==> config.mk <==
export PLATFORM = sky130hd
export DESIGN_NAME = mult_result_serializer
export DESIGN_NICKNAME = d
export VERILOG_FILES = /design/src/rtl/mult_result_serializer.sv
export SDC_FILE = /design/constraint.sdc
export NUM_CORES = 1
export LEC_CHECK = 0
export CORE_ASPECT_RATIO = 1.1
export CORE_UTILIZATION = 61
export CTS_CLUSTER_DIAMETER = 120
export CTS_CLUSTER_SIZE = 25
export DETAILED_ROUTE_END_ITERATION = 6
export HOLD_SLACK_MARGIN = 0.06
export PLACE_DENSITY = 0.91
export SETUP_SLACK_MARGIN = 0.4
export SYNTH_ARGS = -nofsm -noshare
export SYNTH_HDL_FRONTEND = slang
export SYNTH_SLANG_ARGS = --single-unit
==> constraint.sdc <==
create_clock -name clk -period 4.4 [get_ports clk]
set_input_delay 0.66 -clock clk [delete_from_list [all_inputs] [get_ports clk]]
set_output_delay 0.66 -clock clk [all_outputs]
set_load 0.005 [all_outputs]
==> src/rtl/mult_result_serializer.sv <==
// Queues multiplier products and shifts each one out MSB-first, one bit per bit_en strobe.
// Define MULT_SER_PARITY_EN to append an even-parity bit after each product LSB.
module mult_result_serializer #(
  parameter int width = 4,
  parameter int depth = 4
) (
  input  logic                   clk,
  input  logic                   reset,
  input  logic [2*width-1:0]     res,
  input  logic                   done,
  input  logic                   bit_en,
  output logic                   miso,
  output logic                   busy,
  output logic                   frame_done,
  output logic [$clog2(depth):0] count,
  output logic                   overflow
);
  localparam int PW = 2 * width;
  localparam int AW = $clog2(depth);
  localparam int CW = AW + 1;
`ifdef MULT_SER_PARITY_EN
  localparam int FW = PW + 1;
`else
  localparam int FW = PW;
`endif
  localparam int BW = $clog2(FW + 1);

  typedef enum logic {IDLE, SHIFT} state_t;

  state_t        state_q;
  logic [PW-1:0] mem_q [depth];
  logic [AW-1:0] wr_ptr_q, wr_ptr_d;
  logic [AW-1:0] rd_ptr_q, rd_ptr_d;
  logic [CW-1:0] count_q, count_d;
  logic          overflow_q, overflow_d;
  logic [FW-1:0] shreg_q;
  logic [FW-1:0] load_word;
  logic [BW-1:0] bitcnt_q;
  logic          frame_done_q;
  logic [PW-1:0] head;
  logic          full, pop, push;

  always_comb begin
    head       = mem_q[rd_ptr_q];
    full       = (count_q == CW'(depth));
    pop        = (state_q == IDLE) && (count_q != '0);
    // A pop on the same edge frees a slot, so a full FIFO still accepts the push.
    push       = done && (!full || pop);
    wr_ptr_d   = push ? wr_ptr_q + AW'(1) : wr_ptr_q;
    rd_ptr_d   = pop ? rd_ptr_q + AW'(1) : rd_ptr_q;
    count_d    = count_q + CW'(push) - CW'(pop);
    overflow_d = overflow_q | (done & ~push);
`ifdef MULT_SER_PARITY_EN
    load_word  = {head, ^head};
`else
    load_word  = head;
`endif
  end

  always_ff @(posedge clk) begin
    if (push) mem_q[wr_ptr_q] <= res;
  end

  always_ff @(posedge clk or posedge reset) begin
    if (reset) begin
      state_q      <= IDLE;
      shreg_q      <= '0;
      bitcnt_q     <= '0;
      frame_done_q <= 1'b0;
      wr_ptr_q     <= '0;
      rd_ptr_q     <= '0;
      count_q      <= '0;
      overflow_q   <= 1'b0;
    end else begin
      wr_ptr_q     <= wr_ptr_d;
      rd_ptr_q     <= rd_ptr_d;
      count_q      <= count_d;
      overflow_q   <= overflow_d;
      frame_done_q <= 1'b0;
      case (state_q)
        IDLE: begin
          if (pop) begin
            shreg_q  <= load_word;
            bitcnt_q <= BW'(FW);
            state_q  <= SHIFT;
          end
        end
        SHIFT: begin
          // Zero fill leaves shreg_q clear once the frame ends, so miso idles low.
          if (bit_en) begin
            shreg_q  <= {shreg_q[FW-2:0], 1'b0};
            bitcnt_q <= bitcnt_q - BW'(1);
            if (bitcnt_q == BW'(1)) begin
              state_q      <= IDLE;
              frame_done_q <= 1'b1;
            end
          end
        end
      endcase
    end
  end

  assign miso       = shreg_q[FW-1];
  assign busy       = (state_q == SHIFT);
  assign frame_done = frame_done_q;
  assign count      = count_q;
  assign overflow   = overflow_q;
endmodule
# ---- Word level (Yosys, flattened, before mapping)
# Memories as Yosys holds them, arrays and structs flattened.
# Cells that the tools add are included.
dict set report totals {
  memories 1
  ram_bits 32
  rom_bits 0
  regBits 22
  latch_bits 0
  word_cells 43
}
dict set report classes {
  mul 0
  mux 15
  n_eq_ne 4
  addsub 5
  n_div 0
  bitwise 4
  n_lt_le_gt_ge 0
  reduce_logical 6
  shifts 0
}
# name depth width rd rd_clocked_by_memory_dff write_ports line_no
set mem_list {}
lappend mem_list {mem_q 4 8 1 0 1 31} ;# logic [PW-1:0] mem_q [depth];
# operator count
set ops {}
lappend ops {{$mux 8} 2}
lappend ops {{$pmux 8 s2} 1}
lappend ops {{$mux 1} 8}
lappend ops {{$mux 4} 2}
lappend ops {{$pmux 4 s2} 1}
lappend ops {{$add 2x1->2 const B} 2}
lappend ops {{$eq 4x1->1 const B} 1}
lappend ops {{$ne 2x2->1 const B} 2}
lappend ops {{$sub 4x1->4 const B} 1}
lappend ops {{$add 3x1->3} 1}
lappend ops {{$eq 3x3->1 const B} 1}
lappend ops {{$reduce_bool 3->1} 1}
lappend ops {{$sub 3x1->3} 1}
lappend ops {{$logic_and 1x1->1} 2}
lappend ops {{$not 1->1} 2}
lappend ops {{$pmux 1 s2} 1}
lappend ops {{$reduce_and 2->1} 1}
lappend ops {{$and 1x1->1} 1}
lappend ops {{$logic_not 1->1} 1}
lappend ops {{$logic_or 1x1->1} 1}
lappend ops {{$or 1x1->1} 1}

# ---- Longest topological paths before layout
# Gate-level depths: netlist of the first run.
dict set report logic_depth {
  ltp_word 7
  mapped_depth 9
}

# ---- Worst setup path after synthesis of the first run
# No wires, ideal clock.
dict set report synth_path {
  path_type {input -> register}
  startpoint {in done}
  endpoint {reg count_q[2] (netlist: count[2])}
  setup_slack_ns 2.162
  setup_time_ns 0.123
  n_path_buf 0
  arrival_time_ns 2.116
  cell_stages 9
  required_time_ns 4.277
  path_cell_list {inv_1 -> a31oi_2 -> inv_1 -> ha_1 -> inv_1 -> ha_1 -> fa_1 -> xnor2_1 -> xnor2_1}
}
dict set report synth_via {
  elab_chain_cells 3
}
# item line_no
set synth_lines {}
lappend synth_lines {{from (decl)} 10} ;# input logic done,
lappend synth_lines {{$logic_and 1x1->1} 48} ;# push = done && (!full || pop);
lappend synth_lines {{$add 3x1->3} 51} ;# count_d = count_q + CW'(push) - CW'(pop);
lappend synth_lines {{$sub 3x1->3} 51}
lappend synth_lines {{net count_d[2]} 34} ;# logic [CW-1:0] count_q, count_d;
lappend synth_lines {{to (signal assigned)} 77} ;# count_q <= count_d;
lappend synth_lines {{to (decl)} 34}
# The timed path passes the listed nets, and every way through them passes these cells.
# A chain may end at the register's enable or synchronous reset.

# ---- Final worst setup path of the first run
# Ends and elaborated chain as after synthesis.

==> flow_summary.rst, run 1 <==
.. list-table::
   :header-rows: 1

   * - Metric
     - Value
   * - Synth Warn #
     - 0
   * - Post-placement worst setup slack
     - 1.48 ns
   * - Post-layout minimum cycle time
     - 2.60 ns
   * - Post-synthesis cell type with the largest combined area
     - edfxtp_1
   * - Layout net count
     - 197
   * - Count of buffering cells on the critical path with inverters included
     - 4
   * - Flip-flop and latch area
     - between 1500 and 2000 um2
   * - Hold Path Cell Cnt
     - 1
   * - Number of unique standard cell types used by synthesis
     - between 40 and 50
   * - Post-CTS resize count
     - 0
   * - Reg-to-Reg End
     - count[2]$_DFF_PP0_
   * - Cell mode on critical path
     - inv_1
   * - Crit start category
     - input port
   * - Die footprint
     - 4060 um2
   * - Die width
     - 60.8 um
   * - Core Region
     - 3650 um2
   * - Final Hold Viols
     - 0
   * - Fill cell instance count of the final layout
     - 260
   * - Leakage power total
     - 1.01 nW
   * - Cell depth of the worst flop-to-flop path
     - 8
   * - Area of the multi-input gates
     - 736 um2
   * - Biggest area contributors in the synthesized netlist
     - edfxtp_1, dfrtp_1, mux2i_1
   * - Post-CTS Setup Repair Bufs
     - 0
   * - Headroom to the max-slew limit
     - 46.2%
   * - Setup repair after global routing missed its margin
     - false
   * - Startpoint of the lowest-slack hold path
     - overflow$_DFF_PP0_
   * - Number of max-cap violations
     - 0
   * - WL/cell
     - roughly 18 um
   * - Wirelength, routed
     - 3980 um
   * - Critical path endpoint category
     - flip-flop
   * - Input/output buffers
     - 18
   * - Area grow syn2layout
     - 12.7%
   * - Fraction of layout cells with a size suffix above 1
     - 11.3%
   * - Skew-Pair Late Insertion Delay
     - 0.31 ns
   * - Arrival time at the worst endpoint
     - around 2.8 ns
   * - Number of pins exceeding their max-slew limit in the final report
     - 0
   * - Reg2reg start
     - busy$_DFF_PP0_
   * - Ports placed on the boundary
     - 19
   * - Cell chosen for the clock root
     - clkbuf_8
   * - Worst min-delay path category
     - flip-flop to flip-flop
   * - Result of the run
     - finished clean
   * - DRT iter0 DRCs
     - 68
   * - Overall power of the completed layout
     - approximately 1.5 mW
   * - Number of synthesized flops with an enable pin
     - 32
   * - Number of buffers added by the clock tree synthesis step
     - 5
   * - Internal reg-to-reg setup slack
     - 1.93 ns
   * - Die boundary height
     - 66.7 um
   * - Cells along the critical path
     - clkdlybuf4s50_1 > inv_1 > a31oi_2 > inv_1 > ha_1 > inv_1 > ha_1 > fa_1 > xnor2_1 > xnor2_1
   * - Flip-flop and latch count after synthesis
     - 54
   * - TritonCTS clock tree
     - done
   * - Clock-pin slew reported for the worst setup and hold paths after clock tree synthesis
     - 0.09 ns
   * - Critical-path cell with the highest stage delay
     - clkdlybuf4s50_1
   * - Antenna violations before repair
     - 0
   * - Largest net degree at the start of global routing
     - 25
   * - DPL Wire Length
     - 2940 um
   * - Final worst slack
     - 1.80 ns
   * - Cell count after placement
     - between 200 and 250
   * - Post-cts hold buffer count
     - 0
   * - Number of global-route vias before repair
     - 1,406
   * - CP top delay family
     - adder cells
   * - Vias after detailed routing
     - between 1,000 and 1,500
   * - Commonest register cell after synthesis
     - edfxtp_1
   * - DRT antenna net count
     - 0
   * - First-pass GRT wire length
     - ~6500 um
   * - Number of setup violations in the final report
     - 0
   * - TritonRoute pass-1 iters
     - 4
   * - Library cell with the highest instance count after synthesis
     - edfxtp_1
   * - Number of design rule violations left after detail routing
     - 0
   * - Number of sinks handled by clock tree synthesis
     - 54
   * - Num rows
     - 23
   * - Critical-path maximum fanout
     - 7
   * - Syn nets
     - roughly 180
   * - Peak supply drop
     - 0.000307 V
   * - Largest stage delay on the critical path
     - 0.47 ns
   * - Number of antenna cells inserted
     - 0
   * - Achievable clock frequency
     - 385 MHz
   * - Number of levels in the clock H-tree
     - 2
   * - Initial cell density of the core
     - 63.5%
   * - Synthesized area per cell
     - 14.9 um2
   * - WHS Endpoint
     - overflow$_DFF_PP0_
   * - Async set-or-reset flop fraction in the synthesized netlist
     - between 40% and 50%
   * - Share of the synthesized area in the top cell type
     - 41.4%
   * - Gate Count Post-Synth
     - 156
   * - Worst clock skew
     - approximately 0.013 ns
   * - Post-Syn Area
     - 2320 um2
   * - Grt total ovfl
     - 0
   * - Areal power density over the cells
     - ~590 nW/um2
   * - Routability congestion estimate
     - 0.840
   * - Sequential-to-total area share from yosys stat
     - about two thirds
   * - Data required time at the worst endpoint
     - ~4.6 ns
   * - Top post-synthesis cells by count
     - edfxtp_1, dfrtp_1, mux2i_1, inv_1, ha_1
   * - Aggregate negative setup slack
     - 0 ns
   * - Fin cells
     - 227
   * - Classification of the worst setup path
     - input port to flip-flop
   * - Final worst-path cycle share
     - 59.1%
   * - Total GRT Usage
     - approximately a quarter
   * - Per-cell via count in the routed design
     - 5.89
   * - Pin slew with the least headroom to its limit
     - 0.807 ns
   * - Worst-case clock buffer depth
     - 2
==> layer usage <==
| metal | part of all wire [%] | wire length, um | global-route usage, % | vias up |
|---|---|---|---|---|
| met4 | 2.6 | 102 | 11.4 | 0 |
| met3 | 3.8 | 150 | 6.02 | 11 |
| met2 | 54 | 2170 | 40.7 | 29 |
| li1 | - | - | - | 621 |
| met5 | 0 | 0 | 0 | - |
| met1 | 39 | 1560 | 26.3 | 675 |
==> where the power goes <==
part           switching (mW)  internal (mW)
registers               0.142          0.692
clock network           0.153          0.112
logic                   0.203          0.246
total                   0.498           1.05
==> layout make-up <==
| type | instances | area share, % |
|---|---|---|
| Inverter | 11 | 1.58 |
| Sequential cell | 54 | 57.7 |
| Timing Repair Buffer | 18 | 6.88 |
| Tap cell | 50 | 2.39 |
| Clock inverter | 2 | 0.526 |
| Multi-Input combinational cell | 86 | 28.1 |
| Clock buffer | 6 | 2.77 |
==> cell families (layout without fill, tap and decap cells) <==
group	count (synthesis)	after routing	synth area share [%]
adders and majority gates	9	9	5.17
buffers and inverters	16	37	3.23
and+or+nand+nor	32	32	8.19
DFF	54	54	65.1
xor gates and xnor gates	6	6	2.26
muxes	17	17	9.11
AOI/OAI and AO/OA	22	22	6.95
==> worst max path at each step <==
stage | cells past startpoint | slack [ns] | to | from
floorplan | 9 | 2.16 | count[2]$_DFF_PP0_ | done
global route | 10 | 1.71 | count[2]$_DFF_PP0_ | done
global placement | 10 | 1.62 | count[2]$_DFF_PP0_ | done
detailed placement | 10 | 1.48 | count[2]$_DFF_PP0_ | done
finish | 10 | 1.80 | count[2]$_DFF_PP0_ | done
CTS | 10 | 1.79 | count[2]$_DFF_PP0_ | done
==> layout by cell type, fill, tap and decap left out, drive strengths merged, types with 2 or more instances in the layout <==
cell type / Yosys / routed
a21oi: 4 / 4
a22o: 4 / 4
a22oi: 5 / 5
a31oi: 3 / 3
and2: 5 / 5
clkbuf: 1 / 6
clkdlybuf4s50: 0 / 18
clkinv: 0 / 2
dfrtp: 22 / 22
edfxtp: 32 / 32
ha: 8 / 8
inv: 11 / 11
mux2: 3 / 3
mux2i: 11 / 11
mux4: 3 / 3
nand2: 4 / 4
nand3: 4 / 4
nor2: 4 / 4
nor2b: 3 / 3
nor3: 2 / 2
o21ai: 2 / 2
or2: 2 / 2
or3: 2 / 2
or4: 2 / 2
xnor2: 4 / 4
xor2: 2 / 2
==> registers in the layout, indices dropped and copies added, names as in the netlist <==
signal / count
count: 3
wr_ptr_q: 2
bitcnt_q: 4
frame_done: 1
rd_ptr_q: 2
overflow: 1
shreg_q: 8
busy: 1
mem_q: 32
==> per-stage QoR <==
stage / hold slack [ns] / cell area [um2] / util [%]
finish: 0.486 / 2620 / 71.6
global route: 0.498 / 2620 / 71.6
CTS: 0.480 / 2620 / 71.6
detailed placement: 0.462 / 2530 / 69.3
global placement: 0.450 / 2530 / 69.3
floorplan: 0.442 / 2320 / -
(Power assumes the default switching activity.)
==> inputs of run 2 (changes only) <==
Settings changed: CORE_UTILIZATION 61 to 57, PLACE_DENSITY 0.91 to 0.86.
Clock period 4.4 ns to 2.7 ns, I/O delays scaled along.
==> run 2 against run 1 <==
Compared with the run above: first-iteration DRC count increased by 10%; core utilization about the same; clock skew increased by 0.00064 ns; sequential share of layout area decreased by 1.6 points; critical endpoint unchanged.
==> flow_summary.rst, run 2 (synthesis gave the netlist of run 1 again) <==
.. list-table::
   :header-rows: 1

   * - Metric
     - Value
   * - Num rows
     - 23
   * - Final Hold Viols
     - 0
   * - Largest net degree at the start of global routing
     - 23
   * - DPL Wire Length
     - 2850 um
   * - Skew-Pair Late Insertion Delay
     - 0.31 ns
   * - Number of setup violations in the final report
     - 0
   * - Setup repair after global routing missed its margin
     - false
   * - Per-cell via count in the routed design
     - 5.80
   * - Crit start category
     - flip-flop
   * - Post-layout minimum cycle time
     - 2.21 ns
   * - Part of the power in the clock network
     - 19.6%
   * - Share of the core filled with cells in the final layout
     - 71.6%
   * - Result of the run
     - finished clean
   * - Antenna violations before repair
     - 0
   * - Peak supply drop
     - 0.000519 V
   * - Input/output buffers
     - 18
   * - Sequential cell fraction of total power
     - 50.4%
   * - Max FFs per register
     - 32
   * - Largest registers
     - mem_q: 32 flops, shreg_q: 8 flops, bitcnt_q: 4 flops
   * - Post-cts hold buffer count
     - 0
   * - Number of antenna cells inserted
     - 0
   * - Number of buffers added by the clock tree synthesis step
     - 5
   * - Flip-flop and latch area
     - 1520 um2
   * - Register bank with the most flops
     - mem_q
   * - Aggregate negative setup slack
     - 0 ns
   * - Die boundary height
     - 68.9 um
   * - Layout net count
     - ~200
   * - Arrival time at the worst endpoint
     - between 2 and 2.5 ns
   * - Number of pins exceeding their max-slew limit in the final report
     - 0
   * - Cell chosen for the clock root
     - clkbuf_8
   * - Headroom to the max-slew limit
     - 42.2%
   * - Reported net switching power
     - ~0.85 mW
   * - Critical path endpoint category
     - flip-flop
   * - Die footprint
     - 4330 um2
   * - Area grow syn2layout
     - 16.2%
   * - Most common cell after layout, fill and taps aside
     - edfxtp_1
   * - Ports placed on the boundary
     - 19
   * - Switching part of the total
     - 31.4%
   * - Core Region
     - 3770 um2
   * - WL/cell
     - 18.0 um
   * - DRT antenna net count
     - 0
   * - Leading cell types in the layout, fill and taps excluded
     - edfxtp_1, dfrtp_1, clkdlybuf4s50_1, mux2i_1, inv_1
   * - Final worst-path cycle share
     - between 80% and 90%
   * - Total GRT Usage
     - 22.1%
   * - Die width
     - 62.9 um
   * - Pin slew with the least headroom to its limit
     - between 0.8 and 0.9 ns
   * - Wirelength, routed
     - 4170 um
   * - Number of max-cap violations
     - 0
   * - Routability congestion estimate
     - approximately 0.82
   * - Areal power density over the cells
     - 998 nW/um2
   * - Internal power
     - 1.85 mW
   * - Initial cell density of the core
     - 61.6%
   * - Part of the power in combinational logic
     - between 30% and 40%
   * - Grt total ovfl
     - 0
   * - Critical-path maximum fanout
     - 6
   * - TritonCTS clock tree
     - done
   * - Fill cell instance count of the final layout
     - 242
   * - Fraction of layout cells with a size suffix above 1
     - 15.9%
   * - Data required time at the worst endpoint
     - 2.90 ns
   * - Classification of the worst setup path
     - flip-flop to flip-flop
   * - Min Hold Slack
     - 0.507 ns
   * - Leakage power total
     - roughly 1.1 nW
   * - Number of levels in the clock H-tree
     - 2
   * - DRT iter0 DRCs
     - 75
   * - Number of sinks handled by clock tree synthesis
     - 54
   * - Vias after detailed routing
     - roughly 1,300
   * - Number of design rule violations left after detail routing
     - 0
   * - Number of global-route vias before repair
     - 1,397
   * - Area of the multi-input gates
     - 752 um2
   * - Worst clock skew
     - ~0.013 ns
   * - Achievable clock frequency
     - 453 MHz
   * - First-pass GRT wire length
     - between 6000 and 7000 um
   * - Worst min-delay path category
     - flip-flop to flip-flop
   * - TritonRoute pass-1 iters
     - 4
   * - Clock-pin slew reported for the worst setup and hold paths after clock tree synthesis
     - approximately 0.10 ns
   * - Worst-case clock buffer depth
     - 2
[run 2: layout make-up]
type,instances,area share (%)
sequential,54,56.1
multi-input combinational,86,27.9
timing repair buffer,23,8.07
clock buffer,6,2.69
tap,50,2.32
inverter,11,1.53
clock inverter,2,1.39
[run 2: layer usage]
metal / track usage [%] / vias up / part of all wire [%]
met5: 0 / - / 0
met4: 10.5 / 0 / 2.7
met3: 6.74 / 13 / 4.7
met2: 39.2 / 43 / 51
met1: 24.6 / 665 / 42
li1: - / 624 / -
[run 2: repair_timing]
item                                    4_1_cts  5_1_grt
pin swaps                                     1        0
endpoints found under the setup margin        1        1
buffers inserted                              2        0
gates resized for setup                       4        2
[run 2: power groups by stage]
| stage | logic [mW] | registers, mW | clock network, mW |
|---|---|---|---|
| finish | 0.810 | 1.36 | 0.527 |
| global route | 0.889 | 1.39 | 0.561 |
| detailed placement | 0.757 | 1.37 | 0 |
| floorplan | 0.568 | 1.27 | 0 |
| global placement | 0.707 | 1.34 | 0 |
| CTS | 0.803 | 1.35 | 0.532 |
[run 2: final timing paths]
| check | from | to | slack, ns | depth (start not counted) |
|---|---|---|---|---|
| worst max-delay path | count[1]$_DFF_PP0_ | count[2]$_DFF_PP0_ | 0.49 | 9 |
| worst min-delay path | bitcnt_q[3]$_DFFE_PP0P_ | frame_done$_DFF_PP0_ | 0.51 | 1 |
| worst max register to register | count[1]$_DFF_PP0_ | count[2]$_DFF_PP0_ | 0.49 | 9 |
| worst min register to register | bitcnt_q[3]$_DFFE_PP0P_ | frame_done$_DFF_PP0_ | 0.51 | 1 |
| max in group asynchronous | reset | count[0]$_DFF_PP0_ | 1.53 | 2 |
| min in group asynchronous | reset | bitcnt_q[3]$_DFFE_PP0P_ | 0.58 | 2 |
[run 2: through the flow]
| stage | cell area [um2] | std cells | power [mW] | worst slack (ns) |
|---|---|---|---|---|
| after detailed placement | 2550 | 222 | 2.12 | 0.244 |
| after global placement | 2550 | 222 | 2.05 | 0.319 |
| after global routing | 2700 | 232 | 2.84 | 0.409 |
| final | 2700 | 232 | 2.69 | 0.492 |
| after floorplan | 2320 | 156 | 1.84 | 0.541 |
| after CTS | 2690 | 232 | 2.69 | 0.472 |
[run 2: critical path, stage by stage (launching register included)]
cell	delay, ns
dfrtp_2	0.47
nor3_4	0.19
or2_4	0.17
inv_2	0.07
ha_1	0.28
inv_1	0.05
ha_1	0.18
fa_1	0.41
xnor2_2	0.15
xnor2_1	0.13
